--- src/rtl/afpm_pkg.sv ---
// Shared types and constants for the FP16 multiplier byte-I/O sequencer.
package afpm_pkg;

    localparam int FP16_W = 16;
    localparam int BYTE_W = 8;

    localparam logic [FP16_W-1:0] FP16_QNAN = 16'h7E00;

    typedef enum logic [2:0] {
        LOAD_LO = 3'd0,
        LOAD_HI = 3'd1,
        ISSUE   = 3'd2,
        WAIT    = 3'd3,
        OUT_LO  = 3'd4,
        OUT_HI  = 3'd5
    } afpm_state_t;

endpackage

--- src/rtl/afpm_wait_timer.sv ---
// Core-stall timer: counts WAIT cycles and flags the last cycle before timeout.
module afpm_wait_timer
    import afpm_pkg::*;
#(
    parameter int TIMEOUT = 15
) (
    input  logic clk,
    input  logic rst_n,
    input  logic ena,
    input  logic i_clear,
    input  logic i_count_en,
    output logic o_expired
);

    localparam int CNT_W = $clog2(TIMEOUT + 1);

    logic [CNT_W-1:0] r_count;

    // Wait counter: cleared on entry to WAIT, frozen while ena is low.
    always_ff @(posedge clk) begin
        if (!rst_n) begin
            r_count <= '0;
        end else if (ena) begin
            if (i_clear) begin
                r_count <= '0;
            end else if (i_count_en) begin
                r_count <= r_count + CNT_W'(1);
            end else begin
                r_count <= r_count;
            end
        end else begin
            r_count <= r_count;
        end
    end

    assign o_expired = (r_count == CNT_W'(TIMEOUT - 1));

endmodule

--- src/rtl/afpm_io_sequencer.sv ---
// Byte-serial operand collection, core issue and result streaming for the
// logarithmic FP16 multiplier.
module afpm_io_sequencer
    import afpm_pkg::*;
#(
    parameter int TIMEOUT = 15
) (
    input  logic              clk,
    input  logic              rst_n,
    input  logic              ena,
    input  logic [BYTE_W-1:0] ui_in,
    input  logic [BYTE_W-1:0] uio_in,
    output logic [BYTE_W-1:0] uo_out,
    output logic [FP16_W-1:0] op_a,
    output logic [FP16_W-1:0] op_b,
    output logic              op_valid,
    input  logic [FP16_W-1:0] res,
    input  logic              res_valid,
    output logic              frame_sync,
    output logic              err
);

    afpm_state_t       r_state;
    afpm_state_t       w_next_state;
    logic [FP16_W-1:0] r_op_a;
    logic [FP16_W-1:0] r_op_b;
    logic [FP16_W-1:0] r_res_q;
    logic [BYTE_W-1:0] r_uo_out;
    logic              r_err;

    logic              w_capture;
    logic [FP16_W-1:0] w_cap_data;
    logic              w_timeout;
    logic              w_clear;
    logic              w_count_en;
    logic              w_expired;

    afpm_wait_timer #(
        .TIMEOUT (TIMEOUT)
    ) u_wait_timer (
        .clk        (clk),
        .rst_n      (rst_n),
        .ena        (ena),
        .i_clear    (w_clear),
        .i_count_en (w_count_en),
        .o_expired  (w_expired)
    );

    // Next-state and capture decode; res_valid only matters in ISSUE and WAIT.
    always_comb begin
        w_next_state = r_state;
        w_capture    = 1'b0;
        w_cap_data   = res;
        w_timeout    = 1'b0;
        w_clear      = 1'b0;
        w_count_en   = 1'b0;
        case (r_state)
            LOAD_LO: w_next_state = LOAD_HI;
            LOAD_HI: w_next_state = ISSUE;
            ISSUE: begin
                if (res_valid) begin
                    w_capture    = 1'b1;
                    w_next_state = OUT_LO;
                end else begin
                    w_clear      = 1'b1;
                    w_next_state = WAIT;
                end
            end
            WAIT: begin
                if (res_valid) begin
                    w_capture    = 1'b1;
                    w_next_state = OUT_LO;
                end else if (w_expired) begin
                    w_capture    = 1'b1;
                    w_cap_data   = FP16_QNAN;
                    w_timeout    = 1'b1;
                    w_next_state = OUT_LO;
                end else begin
                    w_count_en   = 1'b1;
                end
            end
            OUT_LO:  w_next_state = OUT_HI;
            OUT_HI:  w_next_state = LOAD_LO;
            default: w_next_state = LOAD_LO;
        endcase
    end

    // State, operand, result and output registers; everything holds while ena is low.
    always_ff @(posedge clk) begin
        if (!rst_n) begin
            r_state  <= LOAD_LO;
            r_op_a   <= '0;
            r_op_b   <= '0;
            r_res_q  <= '0;
            r_uo_out <= '0;
            r_err    <= 1'b0;
        end else if (ena) begin
            r_state <= w_next_state;
            case (r_state)
                LOAD_LO: begin
                    r_op_a[BYTE_W-1:0] <= ui_in;
                    r_op_b[BYTE_W-1:0] <= uio_in;
                end
                LOAD_HI: begin
                    r_op_a[FP16_W-1:BYTE_W] <= ui_in;
                    r_op_b[FP16_W-1:BYTE_W] <= uio_in;
                end
                default: begin
                    r_op_a <= r_op_a;
                    r_op_b <= r_op_b;
                end
            endcase
            // Low byte is loaded together with the capture so it shows during OUT_LO.
            if (w_capture) begin
                r_res_q  <= w_cap_data;
                r_uo_out <= w_cap_data[BYTE_W-1:0];
            end else if (r_state == OUT_LO) begin
                r_uo_out <= r_res_q[FP16_W-1:BYTE_W];
            end else begin
                r_uo_out <= r_uo_out;
            end
            if (w_timeout) begin
                r_err <= 1'b1;
            end else begin
                r_err <= r_err;
            end
        end else begin
            r_state <= r_state;
        end
    end

    assign op_valid   = (r_state == ISSUE) && ena;
    assign frame_sync = (r_state == LOAD_LO);
    assign uo_out     = r_uo_out;
    assign op_a       = r_op_a;
    assign op_b       = r_op_b;
    assign err        = r_err;

endmodule

--- config.mk ---
export PLATFORM = sky130hd
export DESIGN_NAME = afpm_io_sequencer
export DESIGN_NICKNAME = d
export VERILOG_FILES = /design/src/rtl/afpm_pkg.sv /design/src/rtl/afpm_wait_timer.sv /design/src/rtl/afpm_io_sequencer.sv
export SDC_FILE = /design/constraint.sdc
export NUM_CORES = 1
export LEC_CHECK = 0
export CAP_MARGIN = 40
export CORE_ASPECT_RATIO = 1.5
export CORE_UTILIZATION = 50
export CTS_CLUSTER_DIAMETER = 50
export DETAILED_ROUTE_END_ITERATION = 10
export HOLD_SLACK_MARGIN = 0.1
export PLACE_DENSITY = 0.82
export SKIP_CTS_REPAIR_TIMING = 1
export SYNTH_ARGS = -nofsm -noshare
export SYNTH_HDL_FRONTEND = slang
export SYNTH_SLANG_ARGS = --single-unit
--- constraint.sdc ---
create_clock -name clk -period 2.8 [get_ports clk]
set_input_delay 0.84 -clock clk [delete_from_list [all_inputs] [get_ports clk]]
set_output_delay 0.84 -clock clk [all_outputs]
set_load 0.03 [all_outputs]
* Word-level counts from Yosys, hierarchy flattened *
Cells that the tools add are included.

storage, ports and cells
  register bits after elaboration = 64
  bits of input ports = 36

operators by class
  add/subtract/negate cells = 1
  equality and inequality tests = 6
  muxes and demuxes = 22
  reduce and logical (&&, ||, !) cells = 11

operator list
  cell                 number
  $mux 16              3
  $mux 8               2
  $pmux 3 s5           1
  $reduce_and 2->1     7
  $mux 1               10
  $mux 3               3
  $mux 4               2
  $eq 3x2->1 const B   2
  $add 4x1->4 const B  1
  $eq 4x4->1 const B   1
  $reduce_bool 2->1    2
  $eq 3x1->1 const B   1
  $eq 3x3->1 const B   1
  $logic_not 3->1      1
  $ne 3x2->1 const B   1
  $pmux 1 s2           1
  $logic_and 1x1->1    1

* Logic depth before layout (Yosys ltp) *
Gate-level depths: netlist of run 1.

  depth in word-level cells = 6
  mapped depth = 7
  mapped depth without buffers = 6

* Hierarchy *
Synthesis of run 1 repeated with hierarchy kept, for this count alone.

unflattened totals
  cells, all modules = 274
  area, all modules = 2434.8 um^2

by module, submodules not included
  module             times used  cells each  area each (um^2)  sequential area each (um^2)
  afpm_io_sequencer  1           248         2199.6            1041.0
  afpm_wait_timer    1           26          235.2             80.1

* Least setup slack after synthesis of run 1 *
OpenSTA, ideal clock, no wires.

  path kind = in2out
  start = input port ena
  end = output port op_valid
  data arrival time = 2.199 ns
  slack = -0.239 ns
  stages = 3
  buffers on the path = 2
  cell sequence = buf_2 buf_2 nor4bb_1

between the ends
  longest elaborated chain between the ends = 1

RTL lines
  element            line                      source
  from (decl)        afpm_io_sequencer.sv:10   input logic ena,
  $logic_and 1x1->1  afpm_io_sequencer.sv:132  assign op_valid = (r_state == ISSUE) && ena;
  to (decl)          afpm_io_sequencer.sv:16   output logic op_valid,

No other way between the ends.

* Worst setup path in the final report of run 1 *
Same ends and word-level chain as after synthesis.

==> results of run 1 <==
-- power breakdown --
part           internal (W)  switching (W)  leakage, nW
clock              0.000178       0.000266       0.0404
combinational      0.000146       0.000164        0.829
sequential         0.000828      0.0000172        0.455
total               0.00115       0.000447         1.32
-- registers in the layout, summed over array words and instances, names as in the netlist --
name                  flops
op_a                     16
op_b                     16
r_res_q                   8
uo_out                    8
u_wait_timer.r_count      4
r_state                   3
err                       1
-- Yosys cell counts (2+ instances only) --
cell and instances:
o221a_2 6, a21boi_1 2, nor4bb_1 2, buf_4 3, nand3_1 5, a21o_1 8, buf_2 8, o211ai_1 8
nor2_1 4, dfxtp_1 56, clkbuf_1 9, nor2b_1 3, a21boi_0 43, buf_6 2, nand4_1 4, and3_1 4
a21oi_1 3, o211a_1 8, ha_1 2, o22ai_1 2, o21ai_0 3, nand3b_1 2, nand2_1 80
-- worst register-to-register path: stages (launching register included) --
cell     delay (ns)
dfxtp_1        0.41
inv_1          0.07
ha_1           0.22
a41o_1         0.39
a22o_4         0.35
a21o_1         0.20
o211a_1        0.11
-- routing by layer --
layer | GRT usage | routed length [um]
met5 | 0 | 0
met3 | 0.0439 | 195
met1 | 0.251 | 2330
met2 | 0.418 | 2930
met4 | 0.0719 | 96
-- worst paths after layout --
| path | startpoint | to | slack [ns] | cells past startpoint |
|---|---|---|---|---|
| max reg2reg | u_wait_timer.r_count[0]$_SDFFE_PN0P_ | uo_out[0]$_SDFFE_PN0P_ | 0.95 | 6 |
| max | ena | op_valid | 0.04 | 3 |
| min | op_a[7]$_SDFFE_PN0P_ | op_a[7]$_SDFFE_PN0P_ | 0.46 | 2 |
| min reg2reg | op_a[7]$_SDFFE_PN0P_ | op_a[7]$_SDFFE_PN0P_ | 0.46 | 2 |
-- area by class of cell --
type	count	area, um^2
multi-input cells	200	1230
fillers	414	1400
well taps	66	82.6
clock buffers	5	68.8
clock inverters	3	23.8
inverters	1	3.75
flip-flops and latches	56	1120
repair buffers	89	873
-- cell usage in the layout (no fill, tap or decap), types with 2 or more instances in the layout --
cell type	instances
clkinvlp_4	2
and3_1	4
buf_4	11
nand3b_1	2
a21oi_1	3
o211ai_1	8
a21o_1	8
clkbuf_8	5
nor2b_1	3
nor2_1	4
o211a_1	8
o221a_2	6
clkdlybuf4s50_1	77
nand3_1	5
ha_1	2
dfxtp_1	56
a21boi_0	43
nand2_1	80
nand4_1	4
a21boi_1	2
o22ai_1	2
o21ai_0	3
-- cell families after synthesis --
group                    after synthesis
AND/OR/NAND/NOR                      109
buffers and inverters                 25
AO/OA/AOI/OAI                         89
flip-flops                            56
adder cells (fa/ha/maj)                2
-- stage by stage --
stage	utilization	worst slack, ns	power [W]
global route	0.709	0.00967	0.00168
CTS	0.709	0.0432	0.00161
floorplan	-	0.0652	0.00104
global placement	0.689	0.0797	0.00117
finish	0.709	0.0440	0.00160
detailed placement	0.689	0.0682	0.00118
==> flow_metrics.tcl, run 1 <==
set metrics [dict create \
    outcome "finished clean" \
    synth-async-reset-ratio 0 \
    synth_top_area_frac 0.452 \
    end_kind "output port" \
    synthTopCellsByArea "dfxtp_1 (45%), a21boi_0 (13%), nand2_1 (12%), o211a_1 (3.2%), o221a_2 (2.7%)" \
    grt_pass1_wl_um 9130 \
    synthFlopType "dfxtp_1" \
    die_x_um 59.5 \
    die_y_um 88.3 \
    critPathMaxFanout 2 \
    setup_violations 0 \
    drc_errors 0 \
    hold_path_class "reg -> reg" \
    ant_nets 0 \
    antenna_cells 0 \
    syn_area_um2 2480 \
    cts_tree "yes" \
    dr.pass1.iters 4 \
    worstPathArrival_ns 1.92 \
    clk_latency_ns 0.31 \
    place.gp.congestion 0.780 \
    cts-root-buf "clkbuf_8" \
    cp.required_ns 1.96 \
    grt_overflow 0 \
    placed_cells 412 \
    synth_area_per_cell_um2 8.83 \
    layout-drive-gt1-share 0.0819 \
    track_usage 0.225 \
    wl_um 5550 \
    first_iter_violations 68 \
    maxCapViolations 0 \
    fin_crit_sh 0.984 \
    cts_buffer_depth 2 \
    seq_area_frac_synth 0.452 \
    io_buffers 78 \
    yosys_warnings 0 \
    clkSlewWorstSetupHoldPaths_ns 0.10 \
    relSlewSlack 0.703 \
    tightest_slew_ns 0.445 \
    power.density_nw_per_um2 469 \
    synth_compound_area_frac 0.285 \
    grt_pass1_vias 2058 \
    setup_tns_ns 0 \
    final_area_um2 3410 \
    drv_slew 0 \
    synth_edf_count 0 \
    clock.fmax_ghz 0.363 \
    grt_max_degree 50 \
    final_cells 420 \
    synthAdderAreaFrac 0.0101 \
    wl_per_cell_um 13.2 \
    netlist_instances 281 \
    coreArea_um2 4810 \
    clock_skew_ns 0.0102 \
    nNetsFinal 391 \
    hpwl_um 3920 \
    synth_top_family_by_area "compound AO/OA/AOI/OAI gates" \
    dieArea_um2 5250 \
    path_cells "clkdlybuf4s50_1 > nor4bb_2 > buf_4" \
    pin_count 79 \
    fin_crit_ns 2.76 \
    areaGrowthSynthToFinish_pct 37.4 \
    num_rows 31 \
    ys_ff_latch 56 \
    viasPerCell 5.31 \
    finalHoldViolCount 0 \
    rsz0062_at_grt "false" \
    synthXorXnorAreaFrac 0 \
    power.leakage_nw 1.32 \
    cp_num_buf_inv 2 \
    critPathKind "in -> out" \
    synthSimpleGateAreaFrac 0.200 \
    startpoint_type "input pin" \
    cp_top_family "buffers and inverters" \
    syn-num-nets 319 \
    htree_num_levels 2 \
    whs_ns 0.456 \
    antenna_found_initial 0 \
    synth_cell_types 37 \
    ir_drop_mv 0.257 \
    start_util 0.516 \
    crit_path_top_delay_cell "clkdlybuf4s50_1" \
    slowest_delay_ns 0.48 \
    numCtsBuffers 5 \
    synthMuxAreaShare 0 \
    yosysTopAreaCell "dfxtp_1" \
    vias 2231 \
    place_area_um2 3320 \
    cts.sinks 56 \
]
No activity file was read; power rests on OpenSTA's default activity.
==> inputs of run 2 (changes only) <==
- SLEW_MARGIN: default -> 0
==> results of run 2 <==
Same layout as run 1: the final DEF is identical, and so are final timing and power.
